## config.mk

```make
export PLATFORM = sky130hd
export DESIGN_NAME = npu_load_sequencer
export DESIGN_NICKNAME = d
export VERILOG_FILES = /design/src/rtl/npu_load_sequencer.sv
export SDC_FILE = /design/constraint.sdc
export NUM_CORES = 1
export LEC_CHECK = 0
export ABC_AREA = 1
export ABC_CLOCK_PERIOD_IN_PS = 4900
export CAP_MARGIN = 20
export CORE_MARGIN = 4
export CORE_UTILIZATION = 51
export DETAILED_ROUTE_END_ITERATION = 10
export HOLD_SLACK_MARGIN = 0.08
export PLACE_DENSITY = 0.87
export SLEW_MARGIN = 20
export SYNTH_ARGS = -nofsm -noshare
export SYNTH_HDL_FRONTEND = slang
export SYNTH_SLANG_ARGS = --single-unit
```

## constraint.sdc

```tcl
create_clock -name clk -period 4.9 [get_ports clk]
set_input_delay 1.47 -clock clk [delete_from_list [all_inputs] [get_ports clk]]
set_output_delay 1.47 -clock clk [all_outputs]
set_load 0.01 [all_outputs]
```

## src/rtl/npu_load_sequencer.sv

```systemverilog
// Transmit side of the NPU write-packet protocol: one weight packet then DATA_PKTS data
// packets, payload pulled from two ready/valid sources, length-error check after every eop.
//
// state  | meaning
// IDLE   | waiting for start
// SOP    | sop visible on the active channel; first beat may already be accepted
// BEAT   | accepting payload until the packet's beat count is reached
// EOP    | eop visible on the active channel
// CHK    | err strobe of the active channel is sampled
// GAP    | inter-packet idle cycles
module npu_load_sequencer #(
    parameter int DW           = 8,
    parameter int WEIGHT_BEATS = 35,
    parameter int DATA_BEATS   = 9,
    parameter int DATA_PKTS    = 3,
    parameter int GAP          = 2
) (
    input  logic          clk,
    input  logic          rst_n,
    input  logic          start,
    output logic          busy,
    output logic          done,
    output logic          fail,
    output logic [1:0]    fail_pkt,
    input  logic          wt_valid,
    output logic          wt_ready,
    input  logic [DW-1:0] wt_data,
    input  logic          dt_valid,
    output logic          dt_ready,
    input  logic [DW-1:0] dt_data,
    output logic          wr_sop_weight,
    output logic          wr_vld_weight,
    output logic          wr_eop_weight,
    output logic [DW-1:0] wr_weight,
    input  logic          err_weight,
    output logic          wr_sop_data,
    output logic          wr_vld_data,
    output logic          wr_eop_data,
    output logic [DW-1:0] wr_data,
    input  logic          err_data
);

    localparam int MAXB = (WEIGHT_BEATS > DATA_BEATS) ? WEIGHT_BEATS : DATA_BEATS;
    localparam int CW   = $clog2(MAXB + 1);
    localparam int GW   = (GAP > 1) ? $clog2(GAP) : 1;

    typedef enum logic [2:0] {
        S_IDLE,
        S_SOP,
        S_BEAT,
        S_EOP,
        S_CHK,
        S_GAP
    } state_t;

    state_t          state, state_nxt;
    logic [CW-1:0]   cnt, cnt_nxt;
    logic [GW-1:0]   gap_cnt, gap_nxt;
    logic [1:0]      pkt_idx, idx_nxt;
    logic [1:0]      fail_pkt_nxt;
    logic            busy_nxt, done_nxt, fail_nxt;
    logic            sop_nxt, vld_nxt, eop_nxt;
    logic [DW-1:0]   weight_nxt, data_nxt;

    logic            chan_w;
    logic            in_pkt;
    logic [CW-1:0]   beats;
    logic            hs;
    logic            err_act;

    assign chan_w  = (pkt_idx == 2'd0);
    assign in_pkt  = (state == S_SOP) || (state == S_BEAT);
    assign beats   = chan_w ? CW'(WEIGHT_BEATS) : CW'(DATA_BEATS);

    // Ready is cut the moment the last beat is accepted so the source is never over-read.
    assign wt_ready = in_pkt && chan_w && (cnt < beats);
    assign dt_ready = in_pkt && !chan_w && (cnt < beats);

    assign hs      = chan_w ? (wt_valid && wt_ready) : (dt_valid && dt_ready);
    assign err_act = chan_w ? err_weight : err_data;

    always_comb begin
        state_nxt    = state;
        cnt_nxt      = cnt;
        gap_nxt      = gap_cnt;
        idx_nxt      = pkt_idx;
        fail_pkt_nxt = fail_pkt;
        busy_nxt     = busy;
        done_nxt     = 1'b0;
        fail_nxt     = 1'b0;
        sop_nxt      = 1'b0;
        vld_nxt      = 1'b0;
        eop_nxt      = 1'b0;
        weight_nxt   = wr_weight;
        data_nxt     = wr_data;

        case (state)
            S_IDLE: begin
                if (start) begin
                    state_nxt    = S_SOP;
                    idx_nxt      = 2'd0;
                    fail_pkt_nxt = 2'd0;
                    busy_nxt     = 1'b1;
                    cnt_nxt      = '0;
                    sop_nxt      = 1'b1;
                end
            end
            S_SOP, S_BEAT: begin
                if (hs) begin
                    cnt_nxt = cnt + CW'(1);
                    vld_nxt = 1'b1;
                    if (chan_w) begin
                        weight_nxt = wt_data;
                    end else begin
                        data_nxt = dt_data;
                    end
                end
                if (state == S_SOP) begin
                    state_nxt = S_BEAT;
                end else if (cnt == beats) begin
                    state_nxt = S_EOP;
                    eop_nxt   = 1'b1;
                end
            end
            S_EOP: begin
                state_nxt = S_CHK;
            end
            S_CHK: begin
                if (err_act) begin
                    fail_nxt     = 1'b1;
                    fail_pkt_nxt = pkt_idx;
                    busy_nxt     = 1'b0;
                    state_nxt    = S_IDLE;
                end else if (pkt_idx == 2'(DATA_PKTS)) begin
                    done_nxt  = 1'b1;
                    busy_nxt  = 1'b0;
                    state_nxt = S_IDLE;
                end else begin
                    idx_nxt = pkt_idx + 2'd1;
                    if (GAP == 0) begin
                        state_nxt = S_SOP;
                        sop_nxt   = 1'b1;
                        cnt_nxt   = '0;
                    end else begin
                        state_nxt = S_GAP;
                        gap_nxt   = GW'((GAP > 0) ? GAP - 1 : 0);
                    end
                end
            end
            S_GAP: begin
                if (gap_cnt == '0) begin
                    state_nxt = S_SOP;
                    sop_nxt   = 1'b1;
                    cnt_nxt   = '0;
                end else begin
                    gap_nxt = gap_cnt - GW'(1);
                end
            end
            default: begin
                state_nxt = S_IDLE;
            end
        endcase
    end

    always_ff @(posedge clk or negedge rst_n) begin
        if (!rst_n) begin
            state         <= S_IDLE;
            cnt           <= '0;
            gap_cnt       <= '0;
            pkt_idx       <= 2'd0;
            fail_pkt      <= 2'd0;
            busy          <= 1'b0;
            done          <= 1'b0;
            fail          <= 1'b0;
            wr_sop_weight <= 1'b0;
            wr_vld_weight <= 1'b0;
            wr_eop_weight <= 1'b0;
            wr_weight     <= '0;
            wr_sop_data   <= 1'b0;
            wr_vld_data   <= 1'b0;
            wr_eop_data   <= 1'b0;
            wr_data       <= '0;
        end else begin
            state         <= state_nxt;
            cnt           <= cnt_nxt;
            gap_cnt       <= gap_nxt;
            pkt_idx       <= idx_nxt;
            fail_pkt      <= fail_pkt_nxt;
            busy          <= busy_nxt;
            done          <= done_nxt;
            fail          <= fail_nxt;
            // sop follows the packet about to start; vld/eop follow the packet in flight
            wr_sop_weight <= sop_nxt && (idx_nxt == 2'd0);
            wr_sop_data   <= sop_nxt && (idx_nxt != 2'd0);
            wr_vld_weight <= vld_nxt && chan_w;
            wr_vld_data   <= vld_nxt && !chan_w;
            wr_eop_weight <= eop_nxt && chan_w;
            wr_eop_data   <= eop_nxt && !chan_w;
            wr_weight     <= weight_nxt;
            wr_data       <= data_nxt;
        end
    end

endmodule

```

# After elaboration in Yosys (flattened, before gate mapping)
# Cells that the tools add are included.
[word_totals] register_bits=39 out_inout_bits=29 elab_cells=107
[classes] n_addsub=3 magnitude_cmp=1 eq_ne=15 muxes=42 n_bitwise=1 reduce_logical=29
[ops] operator="$mux 6" n=4
[ops] operator="$mux 1" n=20
[ops] operator="$mux 3" n=6
[ops] operator="$pmux 6 s3" n=1
[ops] operator="$reduce_and 3->1" n=6
[ops] operator="$pmux 3 s5" n=1
[ops] operator="$logic_and 1x1->1" n=12
[ops] operator="$ne 2x2->1 const B" n=6
[ops] operator="$mux 2" n=5
[ops] operator="$pmux 2 s2" n=2
[ops] operator="$add 6x1->6 const B" n=1
[ops] operator="$eq 3x2->1 const B" n=2
[ops] operator="$eq 3x3->1 const B" n=2
[ops] operator="$eq 6x6->1" n=1
[ops] operator="$lt 6x6->1" n=1
[ops] operator="$ne 3x3->1 const B" n=2
[ops] operator="$pmux 1 s2" n=3
[ops] operator="$reduce_bool 2->1" n=3
[ops] operator="$logic_not 2->1" n=2
[ops] operator="$reduce_and 4->1" n=1
[ops] operator="$eq 3x1->1 const B" n=1
[ops] operator="$logic_not 3->1" n=1
[ops] operator="$reduce_bool 3->1" n=1
[ops] operator="$add 2x1->2 const B" n=1
[ops] operator="6 further kinds" n=6

# Depth between registers and ports, before layout
# Gate-level depths: netlist of the first run.
[logic_depth] ltp_word=9 mapped_depth=14 ltp_nobuf=14

# Worst setup path before layout of the first run
# No wires, ideal clock.
[synth_timing] path_kind="register -> output" from="reg pkt_idx[0]" to="out dt_ready" t_arrival_ns=1.565 slack_ns=1.865 stages_incl_launch_ff=13 path_cell_list="dfrtp_1 inv_2 nand2_4 ha_1 inv_1 nor2_1 o21ai_1 nor2_2 nand2_2 nand2_4 inv_6 nand2_1 inv_1"
[synth_via] elab_chain_len=4
[synth_rtl] item="start, declared" line="59" text="logic [1:0] pkt_idx, idx_nxt;"
[synth_rtl] item="start signal, assigned" line="187" text="pkt_idx <= idx_nxt;"
[synth_rtl] item="$logic_not 2->1 (*)" line="71" text="assign chan_w = (pkt_idx == 2'd0);"
[synth_rtl] item="$mux 6 / $logic_not 1->1 (equally long branches)" line="73, 77"
[synth_rtl] item="$lt 6x6->1 / $logic_and 1x1->1 (equally long branches)" line="77" text="assign dt_ready = in_pkt && !chan_w && (cnt < beats);"
[synth_rtl] item="$logic_and 1x1->1 (*)" line="77"
[synth_rtl] item="end, declared" line="29" text="output logic dt_ready,"
# Every way passes the cells marked *; elsewhere a longest branch is shown, timed or not.

# Final worst setup path of the first run
# Ends and elaborated chain as after synthesis.

==> impl_metrics.ini, run 1 <==
[final_layout]
multi_input_area_um2 = 831
fin_cells = 332
diodes = 0
n_fill_cell = 275
area_growth_pct = 35.7
drive_gt1_share_pct = 12.3
regArea_um2 = 976
fin_nets = 308

[critical_path]
start_kind = flip-flop
arrival_ns = 2.51
crit_chain = inv_2 > nand2_4 > ha_1 > inv_1 > nor2_1 > inv_1 > nor2_1 > a21oi_2 > nand2_4 > inv_6 > nand2_1 > inv_1 > clkdlybuf4s50_1
crit_type = flip-flop to output port
cp_max_fo = 6
reg2reg_setup_slack_ns = 2.79
cp_slowest_cell = clkdlybuf4s50_1
critPathMaxStageDelay_ns = 0.54
cpMostUsedCell = inv_1
end_kind = output port
worstPathRequired_ns = 3.43

[logic_synthesis]
synth-seq-cells = 39
synthMuxAreaShare_pct = 0
synth_top_family_by_area = simple AND/OR/NAND/NOR gates
syn_nets = 250
synth_top_area_share_pct = 50.7
avgSynthCellArea_um2 = 8.55
synth_most_common_cell = nand2_1
synth_commonest_cells = nand2_1 (77), dfrtp_1 (39), inv_1 (22)
synth_largest_area_cell = dfrtp_1
synth_cells = 225
synth-xor-area-share_pct = 0.910
synth_ff_type = dfrtp_1
synth_cell_types = 30
synthesis.area_um2 = 1920
synth_edf_count = 0
synthSimpleGateAreaFrac_pct = 32.1
synthArstFlopShare_pct = 100
synth_compound_area_share_pct = 8.91
ys_seq_area_share_pct = 50.7
synthTopCellsByArea = dfrtp_1 (51%), nand2_1 (15%), inv_1 (4.3%)
ys_warn_count = 0
synthAdderAreaFrac_pct = 1.30

[timing]
max_slew_margin_pct = 44.6
finalHoldViolCount = 0
setup-tns-final_ns = 0
worst_slew_pin_slew_ns = 0.831
skew_ns = 0.00494
fin_crit_sh_pct = 81.2
rsz0062_at_grt = no
fin_hold_ws_ns = 0.480
drv_slew = 0
setup_viol_count_final = 0
finalCriticalPeriod_ns = 3.98
max_freq_ghz = 0.251

[clock_tree]
post_cts_resized = 0
cts_tree = done
cts_setup_buffers = 0
clock_sinks = 39
cts.path.max_buffers = 2
cts_root_buffer = clkbuf_8
htreeDepth = 2
numCtsBuffers = 5
ctsHoldBuffers = 0
cts.clk_slew.worst_paths_ns = 0.07
clock_latency_ns = 0.30

[route]
via_per_inst = 5.08
vias = 1688
drc_errors = 0
drt-pass1-iter-count = 4
ant_nets = 0
routed_wl_mm = 4.30
drtIter0Drc = 186
wl_per_cell_um = 13.0

[place]
place_congestion = 0.861
io_buffers = 51
dp_hpwl_mm = 3.18
dp.cells = 324

[floorplanning]
initial_utilization_pct = 52.6
die_w_um = 69.4
rows = 22
die_y_um = 69.4
die-area_um2 = 4820
io-pin-count = 52
core_um2 = 3660

[flow_run]
cap_violations = 0

[power_and_ir_drop]
vdd_ir_drop_max_v = 0.000347
power.density_nw_per_um2 = 598
leakage_nw = 1.29

[worst_hold_path]
hold_path_class = flip-flop to flip-flop

[global_route]
grt_pass1_wl_mm = 7.52
grt_max_degree = 40
grt_antenna_before_repair = 0
grt_pass1_vias = 1689
grt_overflow_total = 0
grt_use_total_pct = 19.6

[status]
status = completed
sequential cells by signal, indices dropped and copies added (netlist names), 2 cells and up:
name	flops
state	3
wr_weight	8
pkt_idx	2
wr_data	8
cnt	6
fail_pkt	2
worst paths after layout:
kind | to | depth (start not counted) | start
max | dt_ready | 13 | pkt_idx[0]$_DFF_PN0_
min | wr_data[6]$_DFFE_PN0P_ | 2 | wr_data[6]$_DFFE_PN0P_
max reg2reg | cnt[0]$_DFFE_PN0P_ | 13 | pkt_idx[0]$_DFF_PN0_
min reg2reg | wr_data[6]$_DFFE_PN0P_ | 2 | wr_data[6]$_DFFE_PN0P_
max in group asynchronous | cnt[4]$_DFFE_PN0P_ | 1 | rst_n
min in group asynchronous | busy$_DFFE_PN0P_ | 1 | rst_n
logic make-up (layout without fill, tap and decap cells):
family | after synthesis | in the layout
flops | 39 | 39
xor+xnor | 2 | 2
simple gates | 129 | 129
compound gates | 25 | 25
buf+inv | 28 | 87
fa+ha+maj | 2 | 2
placed cells by master, fill, tap and decap left out, types with 6 or more instances in the layout:
master / instances
nand2_1: 77
clkdlybuf4s50_1: 50
dfrtp_1: 39
inv_1: 22
nor2_1: 19
nand2_2: 8
o21ai_0: 6
nand3_1: 6
clkbuf_8: 6
through the flow:
stage | instance area (um^2) | setup WS, ns | utilization [%] | power [mW]
2_1_floorplan | 1920 | 1.86 | - | 0.961
3_3_place_gp | 2490 | 1.34 | 68.0 | 1.26
3_5_place_dp | 2490 | 1.25 | 68.0 | 1.28
4_1_cts | 2610 | 0.907 | 71.3 | 1.57
5_1_grt | 2610 | 0.708 | 71.3 | 1.68
6_report | 2610 | 0.921 | 71.3 | 1.56
cell type report:
| cell class | instances | area share (%) |
|---|---|---|
| flip-flops and latches | 39 | 37.4 |
| repair buffers | 51 | 19.4 |
| well taps | 48 | 2.30 |
| clock inverters | 2 | 1.49 |
| multi-input cells | 158 | 31.8 |
| clock buffers | 6 | 3.16 |
| inverters | 28 | 4.50 |
critical path: cells and delay by family (launching register included):
| kind | cells | cell delay [ns] |
|---|---|---|
| simple gates | 5 | 0.35 |
| flops | 1 | 0.47 |
| compound gates | 1 | 0.17 |
| buf+inv | 6 | 0.93 |
| fa+ha+maj | 1 | 0.28 |
metal layers:
layer,vias up,wire length [um],track usage [%]
met5,-,0,0
met4,0,89,9.11
met3,6,377,6.96
met2,58,2090,31.0
met1,797,1740,23.8
li1,827,-,-
where the power goes:
part           switching (mW)  internal [mW]
logic                   0.417          0.338
registers              0.0809          0.438
clock network           0.119          0.167
(Power assumes the default switching activity.)
==> run 2, diff against run 1 <==
- ABC_CLOCK_PERIOD_IN_PS: 4900 -> 3700
- CORE_UTILIZATION: 51 -> 48
- PLACE_DENSITY: 0.87 -> 0.83
- clock period: 4.9 -> 3.7 ns (I/O delays scaled with it)
==> run 2 against run 1 <==
First-iteration DRC count decreased by 35%. Sequential share of layout area decreased by 0.37 points. Routed wire length increased by 1.3%. Worst hold slack improved by 0.0044 ns. Clock skew about the same. Highest routed layer unchanged. Clock-buffer cell count decreased by 1. Die area increased by 5.5%. Largest cell class unchanged.
==> impl_metrics.ini, run 2 (same netlist as run 1, synthesis figures left out) <==
[place]
place_ws_ns = 0.413
dp_hpwl_mm = 3.14
place_congestion = 0.856
io_buffers = 51
place_area_um2 = 2490

[timing]
setup-tns-final_ns = 0
fin_ws_ns = 0.434
worst_slew_pin_slew_ns = 0.846
finalCriticalPeriod_ns = 3.27
setup_viol_count_final = 0
skew_ns = 0.00495
max_slew_margin_pct = 43.6
finalHoldViolCount = 0
drv_slew = 0
max_freq_ghz = 0.306
fin_crit_sh_pct = 88.3
rsz0062_at_grt = no
fin_hold_ws_ns = 0.484

[status]
status = completed

[power_and_ir_drop]
power.density_nw_per_um2 = 787
comb_power_share_pct = 49.1
p_seq_share_pct = 33.1
internal_power_mw = 1.25
vdd_ir_drop_max_v = 0.000462
switchingPower_uw = 833
p_total_mw = 2.08
clkPwrFrac_pct = 17.9
leakage_nw = 1.34
sw_frac_of_total_pct = 40.1

[clock_tree]
cts.clk_slew.worst_paths_ns = 0.08
clock_sinks = 39
numCtsBuffers = 5
ctsHoldBuffers = 0
cts_tree = done
clock_latency_ns = 0.30
cts.path.max_buffers = 2
htreeDepth = 2
cts_root_buffer = clkbuf_8

[worst_hold_path]
hold_path_class = flip-flop to flip-flop

[critical_path]
arrival_ns = 2.16
critPathMaxStageDelay_ns = 0.45
crit_type = flip-flop to output port
worstPathRequired_ns = 2.59
cp_max_fo = 6
crit_chain = inv_2 > nand2_4 > ha_1 > inv_1 > nor2_1 > o21ai_1 > nor2_2 > nand2_2 > nand2_4 > inv_6 > nand2_1 > inv_1 > dlymetal6s2s_1
end_kind = output port
cp_slowest_cell = dfrtp_2
start_kind = flip-flop

[final_layout]
final_common_cell = nand2_1
layout_common_cells = nand2_1 (77), clkdlybuf4s50_1 (48), dfrtp_1 (37)
fin_nets = 312
area_growth_pct = 37.4
top_regs = wr_data x8, wr_weight x8, cnt x6
diodes = 0
drive_gt1_share_pct = 14.2
finalInstanceArea_um2 = 2640

[global_route]
grt_pass1_vias = 1726
gr-usage-met3_pct = 9.40
grtUsageMet1_pct = 22.4
gr-usage-met2_pct = 31.3
grt_max_degree = 40
gr-max-usage-layer = met2
grt_use_total_pct = 19.1
grt_overflow_total = 0
grt_pass1_wl_mm = 7.62
grt_antenna_before_repair = 0

[floorplanning]
die-area_um2 = 5090
rows = 22
core_um2 = 3770
initial_utilization_pct = 51.0
die_y_um = 71.3
die_w_um = 71.3
io-pin-count = 52

[route]
wl_per_cell_um = 13.0
ant_nets = 0
drtIter0Drc = 120
drt-pass1-iter-count = 4
routed_wl_mm = 4.36
via_per_inst = 5.02
drc_errors = 0
vias = 1686

[flow_run]
cap_violations = 0
-- run 2: changes by cell type in the layout (fill, tap and decap cells not counted), sizes merged --
cell / previous run / this run
buf: 1 / 5
clkbuf: 6 / 5
clkinv: 0 / 1
clkdlybuf4s50: 50 / 48
dlymetal6s2s: 0 / 2
-- run 2: through the flow --
stage / util [%] / instances
finish: 70.1 / 336
global route: 70.1 / 336
CTS: 69.1 / 332
detailed placement: 66.0 / 324
global placement: 66.0 / 324
floorplan: - / 225
-- run 2: power groups by stage --
stage               clock network (mW)  registers (mW)  logic [mW]
floorplan                            0           0.733       0.540
global placement                     0           0.690       0.974
detailed placement                   0           0.690        1.00
CTS                              0.376           0.689        1.01
global route                     0.400           0.709        1.14
finish                           0.372           0.688        1.02
-- run 2: final timing paths --
| path | startpoint | to | slack (ns) | cells past startpoint |
|---|---|---|---|---|
| min in group asynchronous | rst_n | wr_data[3]$_DFFE_PN0P_ | 0.91 | 1 |
| worst min-delay path | wr_data[7]$_DFFE_PN0P_ | wr_data[7]$_DFFE_PN0P_ | 0.48 | 2 |
| worst max-delay path | pkt_idx[0]$_DFF_PN0_ | dt_ready | 0.43 | 13 |
| worst max register to register | pkt_idx[0]$_DFF_PN0_ | cnt[1]$_DFFE_PN0P_ | 1.65 | 14 |
| max in group asynchronous | rst_n | pkt_idx[0]$_DFF_PN0_ | 2.22 | 1 |
| worst min register to register | wr_data[7]$_DFFE_PN0P_ | wr_data[7]$_DFFE_PN0P_ | 0.48 | 2 |
-- run 2: layout make-up --
type | count | area (um^2)
fill | 264 | 1130
sequential | 39 | 978
multi-input combinational | 158 | 831
timing repair buffer | 55 | 541
inverter | 28 | 118
clock buffer | 5 | 68.8
tap | 48 | 60.1
clock inverter | 3 | 47.5
-- run 2: what timing repair did --
action                     4_1_cts  5_1_grt
setup endpoints to repair        0        2
gates resized for setup          0        4
buffers inserted                 0        4
-- run 2: layer usage --
layer | up-vias | part of all wire (%)
met5 | - | 0
met4 | 0 | 0.83
met3 | 4 | 8.1
met2 | 54 | 49
met1 | 791 | 42
li1 | 837 | -
-- run 2: critical path: cells and delay by family (launching register included) --
kind	cells	cell delay [ns]
adders and majority gates	1	0.29
buffers and inverters	5	0.41
DFF	1	0.45
AOI/OAI and AO/OA	1	0.10
and+or+nand+nor	6	0.60
